## config.mk

```make
export PLATFORM = sky130hd
export DESIGN_NAME = spi_reg_slave
export DESIGN_NICKNAME = d
export VERILOG_FILES = /design/src/rtl/spi_reg_slave.sv
export SDC_FILE = /design/constraint.sdc
export NUM_CORES = 1
export LEC_CHECK = 0
export BUFFER_PORTS_ARGS = -buffer_cell sky130_fd_sc_hd__buf_2
export CAP_MARGIN = 15
export CORE_ASPECT_RATIO = 1.5
export CORE_MARGIN = 2
export CORE_UTILIZATION = 65
export DETAILED_ROUTE_END_ITERATION = 12
export PLACE_DENSITY = 0.84
export SYNTH_ARGS = -nofsm -noshare
export SYNTH_HDL_FRONTEND = slang
export SYNTH_SLANG_ARGS = --single-unit
```

## constraint.sdc

```tcl
create_clock -name clk -period 6.3 [get_ports clk]
set_clock_uncertainty 0.05 [all_clocks]
set_input_delay 1.26 -clock clk [delete_from_list [all_inputs] [get_ports clk]]
set_output_delay 1.26 -clock clk [all_outputs]
set_load 0.02 [all_outputs]
```

## src/rtl/spi_reg_slave.sv

```systemverilog
// SPI mode-0 register-file responder running on the system clock.
// Optional burst addressing enabled by defining SPI_REG_AUTO_INC_EN.
module spi_reg_slave #(
    parameter int DATA_WIDTH = 8,
    parameter int NUM_REGS   = 8,
    localparam int ADDR_W    = $clog2(NUM_REGS)
) (
    input  logic                  clk,
    input  logic                  rst,
    input  logic                  cs,
    input  logic                  SCLK,
    input  logic                  SIMO,
    output logic                  SOMI,
    input  logic [ADDR_W-1:0]     rd_addr,
    output logic [DATA_WIDTH-1:0] rd_data,
    output logic                  wr_strobe,
    output logic [ADDR_W-1:0]     wr_addr,
    output logic [DATA_WIDTH-1:0] wr_data,
    output logic                  busy,
    output logic                  frame_err
);
    localparam int CNT_W = $clog2(DATA_WIDTH);

    typedef enum logic [2:0] {
        ST_WAIT_CS_HIGH,
        ST_IDLE,
        ST_CMD,
        ST_DATA,
        ST_DONE
    } state_t;

    state_t                state_q, state_d;
    logic                  cs_s1_q, cs_s2_q;
    logic                  sclk_s1_q, sclk_s2_q, sclk_s3_q;
    logic                  simo_s1_q, simo_s2_q;
    logic [CNT_W-1:0]      bit_cnt_q, bit_cnt_d;
    logic [DATA_WIDTH-1:0] shift_in_q, shift_in_d;
    logic [DATA_WIDTH-1:0] shift_out_q, shift_out_d;
    logic                  rw_q, rw_d;
    logic [ADDR_W-1:0]     addr_q, addr_d;
    logic                  preload_q, preload_d;
    logic                  somi_q, somi_d;
    logic                  wr_strobe_q, wr_strobe_d;
    logic [ADDR_W-1:0]     wr_addr_q, wr_addr_d;
    logic [DATA_WIDTH-1:0] wr_data_q, wr_data_d;
    logic                  busy_q, busy_d;
    logic                  frame_err_q, frame_err_d;
    logic [DATA_WIDTH-1:0] rd_data_q;
    logic                  we;
    logic [DATA_WIDTH-1:0] regs_q [NUM_REGS];

    logic sclk_rise, sclk_fall, last_bit;
    assign sclk_rise = sclk_s2_q & ~sclk_s3_q;
    assign sclk_fall = ~sclk_s2_q & sclk_s3_q;
    assign last_bit  = (bit_cnt_q == CNT_W'(DATA_WIDTH - 1));

    always_comb begin
        state_d     = state_q;
        bit_cnt_d   = bit_cnt_q;
        shift_in_d  = shift_in_q;
        shift_out_d = shift_out_q;
        rw_d        = rw_q;
        addr_d      = addr_q;
        preload_d   = preload_q;
        wr_strobe_d = 1'b0;
        wr_addr_d   = wr_addr_q;
        wr_data_d   = wr_data_q;
        frame_err_d = 1'b0;
        we          = 1'b0;

        case (state_q)
            ST_WAIT_CS_HIGH: if (cs_s2_q) state_d = ST_IDLE;
            ST_IDLE: begin
                if (!cs_s2_q) begin
                    state_d     = ST_CMD;
                    bit_cnt_d   = '0;
                    shift_out_d = '0;
                    preload_d   = 1'b0;
                end
            end
            ST_CMD: begin
                if (cs_s2_q) begin
                    state_d     = ST_IDLE;
                    frame_err_d = (bit_cnt_q != '0);
                end else if (sclk_rise) begin
                    shift_in_d = {shift_in_q[DATA_WIDTH-2:0], simo_s2_q};
                    if (last_bit) begin
                        state_d   = ST_DATA;
                        bit_cnt_d = '0;
                        rw_d      = shift_in_d[DATA_WIDTH-1];
                        addr_d    = shift_in_d[ADDR_W-1:0];
                        preload_d = 1'b1;
                    end else begin
                        bit_cnt_d = bit_cnt_q + CNT_W'(1);
                    end
                end
            end
            ST_DATA: begin
                if (cs_s2_q) begin
                    state_d     = ST_IDLE;
                    frame_err_d = (bit_cnt_q != '0);
                end else if (sclk_rise) begin
                    shift_in_d = {shift_in_q[DATA_WIDTH-2:0], simo_s2_q};
                    if (last_bit) begin
                        bit_cnt_d = '0;
                        if (rw_q) begin
                            we          = 1'b1;
                            wr_strobe_d = 1'b1;
                            wr_addr_d   = addr_q;
                            wr_data_d   = shift_in_d;
                        end
`ifdef SPI_REG_AUTO_INC_EN
                        addr_d    = addr_q + ADDR_W'(1);
                        preload_d = 1'b1;
`else
                        state_d   = ST_DONE;
`endif
                    end else begin
                        bit_cnt_d = bit_cnt_q + CNT_W'(1);
                    end
                end else if (sclk_fall && !rw_q) begin
                    // First falling edge of each byte presents the new register's MSB
                    if (preload_q) begin
                        shift_out_d = regs_q[addr_q];
                        preload_d   = 1'b0;
                    end else begin
                        shift_out_d = {shift_out_q[DATA_WIDTH-2:0], 1'b0};
                    end
                end
            end
            ST_DONE: if (cs_s2_q) state_d = ST_IDLE;
            default: state_d = ST_WAIT_CS_HIGH;
        endcase

        somi_d = (state_d == ST_DATA) && !rw_d && shift_out_d[DATA_WIDTH-1];
        busy_d = !cs_s2_q && (state_q != ST_WAIT_CS_HIGH);
    end

    always_ff @(posedge clk) begin
        if (rst) begin
            state_q     <= ST_WAIT_CS_HIGH;
            cs_s1_q     <= 1'b0;
            cs_s2_q     <= 1'b0;
            sclk_s1_q   <= 1'b0;
            sclk_s2_q   <= 1'b0;
            sclk_s3_q   <= 1'b0;
            simo_s1_q   <= 1'b0;
            simo_s2_q   <= 1'b0;
            bit_cnt_q   <= '0;
            shift_in_q  <= '0;
            shift_out_q <= '0;
            rw_q        <= 1'b0;
            addr_q      <= '0;
            preload_q   <= 1'b0;
            somi_q      <= 1'b0;
            wr_strobe_q <= 1'b0;
            wr_addr_q   <= '0;
            wr_data_q   <= '0;
            busy_q      <= 1'b0;
            frame_err_q <= 1'b0;
            rd_data_q   <= '0;
            for (int i = 0; i < NUM_REGS; i++) regs_q[i] <= '0;
        end else begin
            state_q     <= state_d;
            cs_s1_q     <= cs;
            cs_s2_q     <= cs_s1_q;
            sclk_s1_q   <= SCLK;
            sclk_s2_q   <= sclk_s1_q;
            sclk_s3_q   <= sclk_s2_q;
            simo_s1_q   <= SIMO;
            simo_s2_q   <= simo_s1_q;
            bit_cnt_q   <= bit_cnt_d;
            shift_in_q  <= shift_in_d;
            shift_out_q <= shift_out_d;
            rw_q        <= rw_d;
            addr_q      <= addr_d;
            preload_q   <= preload_d;
            somi_q      <= somi_d;
            wr_strobe_q <= wr_strobe_d;
            wr_addr_q   <= wr_addr_d;
            wr_data_q   <= wr_data_d;
            busy_q      <= busy_d;
            frame_err_q <= frame_err_d;
            rd_data_q   <= regs_q[rd_addr];
            if (we) regs_q[addr_q] <= wr_data_d;
        end
    end

    assign SOMI      = somi_q;
    assign rd_data   = rd_data_q;
    assign wr_strobe = wr_strobe_q;
    assign wr_addr   = wr_addr_q;
    assign wr_data   = wr_data_q;
    assign busy      = busy_q;
    assign frame_err = frame_err_q;
endmodule
```

After elaboration in Yosys (flattened, before gate mapping)
Memory sizes are Yosys's and may differ from the RTL's. A register that Yosys moved wholly into a read port is not among the register bits. Index checks and enable logic that the tools add are counted.

Register bits after elaboration: 48. Memory bits (writable): 64. Bits of input ports: 8. Output and inout bits: 23. Logic and storage cells: 119. Memories: 1.

Memories: regs_q (depth 8, bits a word 8, rd ports 2, clocked after memory_dff 2, wr ports 8, RTL line 50) `logic [DATA_WIDTH-1:0] regs_q [NUM_REGS];`.

Add/sub/neg operators: 1. Equality and inequality tests: 15. Multiplexer cells: 52. Bitwise operators: 6. Reductions and logical operators: 23.

Operator list (number): $mux 8 (11); $mux 3 (15); $mux 1 (22); $ne 2x2->1 const B (8); $pmux 8 s2 (1); $pmux 3 s4 (1); $reduce_and 5->1 (2); $eq 3x2->1 const B (3); $reduce_bool 3->1 (3); $reduce_and 4->1 (2); $reduce_and 8->1 (1); $reduce_or 8->1 (1); $eq 3x3->1 const B (2); $pmux 3 s2 (1); $logic_and 1x1->1 (4); $not 1->1 (4); $reduce_bool 2->1 (2); $reduce_or 2->1 (2); $add 3x1->3 const B (1); $eq 3x1->1 const B (1); $logic_not 1->1 (3); $logic_not 3->1 (1); $pmux 1 s3 (1); $reduce_and 3->1 (1); 3 further kinds (4).

Depth between registers and ports, before layout
Depth after elaboration: 10. Depth in mapped cells: 7. Gate-level depth less buffers: 6.

Worst setup path after synthesis
No wires, ideal clock.

Path kind: input port to flip-flop. From: input rd_addr[0]. To: register rd_data_q[2], in the netlist rd_data[2], read port of regs_q. Library setup time: 128 ps. Data arrival time: 2475 ps. Required time: 6122 ps. Setup slack: 3648 ps. Stages on the path: 5. Buffers on the path: 2. Cell sequence: buf_2 > buf_2 > mux4_2 > mux2i_1 > nor2_1.

RTL lines: from (decl) (RTL line 14) `input logic [ADDR_W-1:0] rd_addr,`; to (decl) (RTL line 48) `logic [DATA_WIDTH-1:0] rd_data_q;`.

==> metrics.txt <==
Place WS 3.09 ns; Overall Power 1.98 mW; core area 8360 um^2; pwr/cell area 313 nW/um^2; ys async rst share 0%; Avg Cell Area, Syn 12.8 um^2; #FFs+latches synth 123; Root Driver clkbuf_16; CP Cell Sequence nor3b_4, nand4_2, or3_1, nand2b_1; Hold Buf Count CTS 0; Most used DFF post-synth edfxtp_1; post-synthesis cell area 5550 um^2; TNS Setup 0 ns; CTS HTree Levels 4; Worst VDD drop between 200 and 250 uV; max_slew headroom between 30 and 40%; sequential cell area fraction in the yosys report between 50% and 60%; P&R area growth vs syn 14.3%; Critical Path Fanout Max 14; startpoint types flop; r2r endpoint regs_q[7][7]$_SDFFCE_PN0P_; CTS Buf Count 17; final HPWL from detailed placement 8590 um; worst hold margin 0.388 ns; number of global-route vias before repair 3532; Buffers & Inverters on Critical Path 0; Fmax 328 MHz; largest net degree at the start of global routing 33; setup bufs post-CTS 0; final net count roughly 470; Post-DRT Antenna Nets 0; Top delay family on crit path simple AND/OR/NAND/NOR gates; Worst Hold Class reg -> reg; YS warnings 0; Hold Vio Cnt, Final 0; worst reg-to-reg setup slack between 3 and 4 ns; worst reg2reg path depth 4; Worst Max-Slew Pin Slew roughly 1.0 ns; Cells after Synth roughly 430; Placer Congestion 0.864; DRC Markers 0; Post-synth EDFFs 64; most frequent cells in the layout 99 x nor2_1, 64 x edfxtp_1, 59 x dfxtp_1, 30 x buf_2, 27 x mux4_2; Setup crit end regs_q[7][7]$_SDFFCE_PN0P_; critical path capture point type flop; status finished, final reports clean; layout cells sized above 1 24.4%; post-layout min period 3.05 ns; Max stage delay on crit path 0.74 ns; CTS clock-pin slew for the worst setup and hold paths 0.06 ns; I/O pin cnt 31; leakage power between 2 and 2.5 nW; die width a little under 80 um; first-pass GRT wire length about 19000 um; Netlist cell types slightly above 50; WL per Instance 22.3 um; die footprint just over 9000 um^2; Required @ worst endpoint 6.34 ns; CTS tree done; cell depth of the worst setup path 4; routed vias/inst 6.36; max_cap viols 0; Via Count ~3700; clock sinks between 100 and 150; gr usage total 29.7%; syn nets 445; clk buf depth 2; CTS resizes 0; Rows 41; final wirelength around 13000 um; # port buffers 30; crit path DAT 3.09 ns; final setup fails 0; initial antenna violation count 0; Clk Latency, worst-skew pair approximately 0.43 ns; final setup margin 3.25 ns; GRT overflow 0; CP Class reg -> reg; Die Ht approximately 120 um; commonest non-fill, non-tap cell in the layout nor2_1; Pre-antenna DRT Iters 5; Fill cells 488; # diodes 0; RSZ-0062 raised after global routing no; crit path from sclk_s2_q$_SDFF_PP0_; post-route clock period utilization 48.5%; DRT iter0 DRCs 372; final slew viol count 0; Critical R2R Launch sclk_s2_q$_SDFF_PP0_; Crit-path slowest cell or3_1; Starting Density 66.3%
## worst register-to-register path: cells and delay by family (launching register included)
kind             cells  cell delay (ns)
DFF                  1             0.41
and+or+nand+nor      4             2.26
## how the worst min path moves through the flow
| stage | start | to | slack (ns) | cells past startpoint |
|---|---|---|---|---|
| floorplan | cs_s1_q$_SDFF_PP0_ | cs_s2_q$_SDFF_PP0_ | 0.36 | 1 |
| global placement | cs_s1_q$_SDFF_PP0_ | cs_s2_q$_SDFF_PP0_ | 0.37 | 1 |
| detailed placement | simo_s1_q$_SDFF_PP0_ | simo_s2_q$_SDFF_PP0_ | 0.38 | 1 |
| CTS | simo_s1_q$_SDFF_PP0_ | simo_s2_q$_SDFF_PP0_ | 0.39 | 1 |
| global route | simo_s1_q$_SDFF_PP0_ | simo_s2_q$_SDFF_PP0_ | 0.40 | 1 |
| finish | simo_s1_q$_SDFF_PP0_ | simo_s2_q$_SDFF_PP0_ | 0.39 | 1 |
## Yosys cell counts, types with 2 or more instances
cell type	number	area (um^2)
nand3b_1	2	15.0
a221o_1	6	60.1
mux2i_1	20	200
mux2i_4	6	135
or3b_2	2	17.5
nand2_1	16	60.1
nand2b_1	13	81.3
nor3_1	2	10.0
and3b_1	2	17.5
nor2b_1	11	68.8
or3_1	2	12.5
nand3_1	12	60.1
inv_1	4	15.0
a21oi_1	15	75.1
nor2_1	99	372
mux4_2	27	608
buf_4	4	30.0
a211oi_1	2	15.0
dfxtp_1	59	1180
ha_1	3	37.5
o2bb2ai_1	2	17.5
clkbuf_1	19	71.3
nand4_2	5	62.6
mux4_1	4	105
nand3_2	2	20.0
buf_6	2	22.5
buf_2	4	20.0
mux2_2	2	22.5
edfxtp_1	64	1920
nor3b_1	2	15.0
## cell families after synthesis
group | share of synthesized area, %
compound gates | 4.63
xor+xnor | 0.158
fa+ha+maj | 0.677
buf+inv | 2.93
flops | 56.0
mux | 19.3
simple gates | 16.3
## through the flow
step           area (um^2)  cells  util (%)
6_report              6340    575      75.8
2_1_floorplan         5550    434         -
4_1_cts               6340    575      75.8
3_5_place_dp          5700    543      68.1
5_1_grt               6340    575      75.8
3_3_place_gp          5700    543      68.1
## layer usage
layer	up-vias	share of wire, %	track usage (%)
met1	1798	35	32.0
met4	0	5.1	17.0
met2	168	55	53.7
li1	1638	-	-
met3	54	5.3	6.44
met5	-	0	0
## area by class of cell
| type | instances | area (um^2) | area share (%) |
|---|---|---|---|
| Timing Repair Buffer | 32 | 165 | 2.61 |
| Sequential cell | 123 | 3100 | 49.0 |
| Inverter | 4 | 15.0 | 0.237 |
| Clock inverter | 11 | 115 | 1.82 |
| Clock buffer | 21 | 526 | 8.29 |
| Tap cell | 107 | 134 | 2.11 |
| Multi-Input combinational cell | 277 | 2280 | 36.0 |
## sequential cells by signal, indices dropped and copies added (netlist names), 3 cells and up, named ones only
name	flops
shift_out_q	8
regs_q	64
wr_data	8
wr_addr	3
state_q	3
addr_q	3
shift_in_q	7
rd_data	8
bit_cnt_q	3
## power breakdown
part	leakage (nW)	internal, mW	switching, mW
logic	0.870	0.0334	0.0444
clock network	0.318	0.647	0.383
registers	1.14	0.862	0.0149
total	2.33	1.54	0.442
No activity file was read; power rests on OpenSTA's default activity.
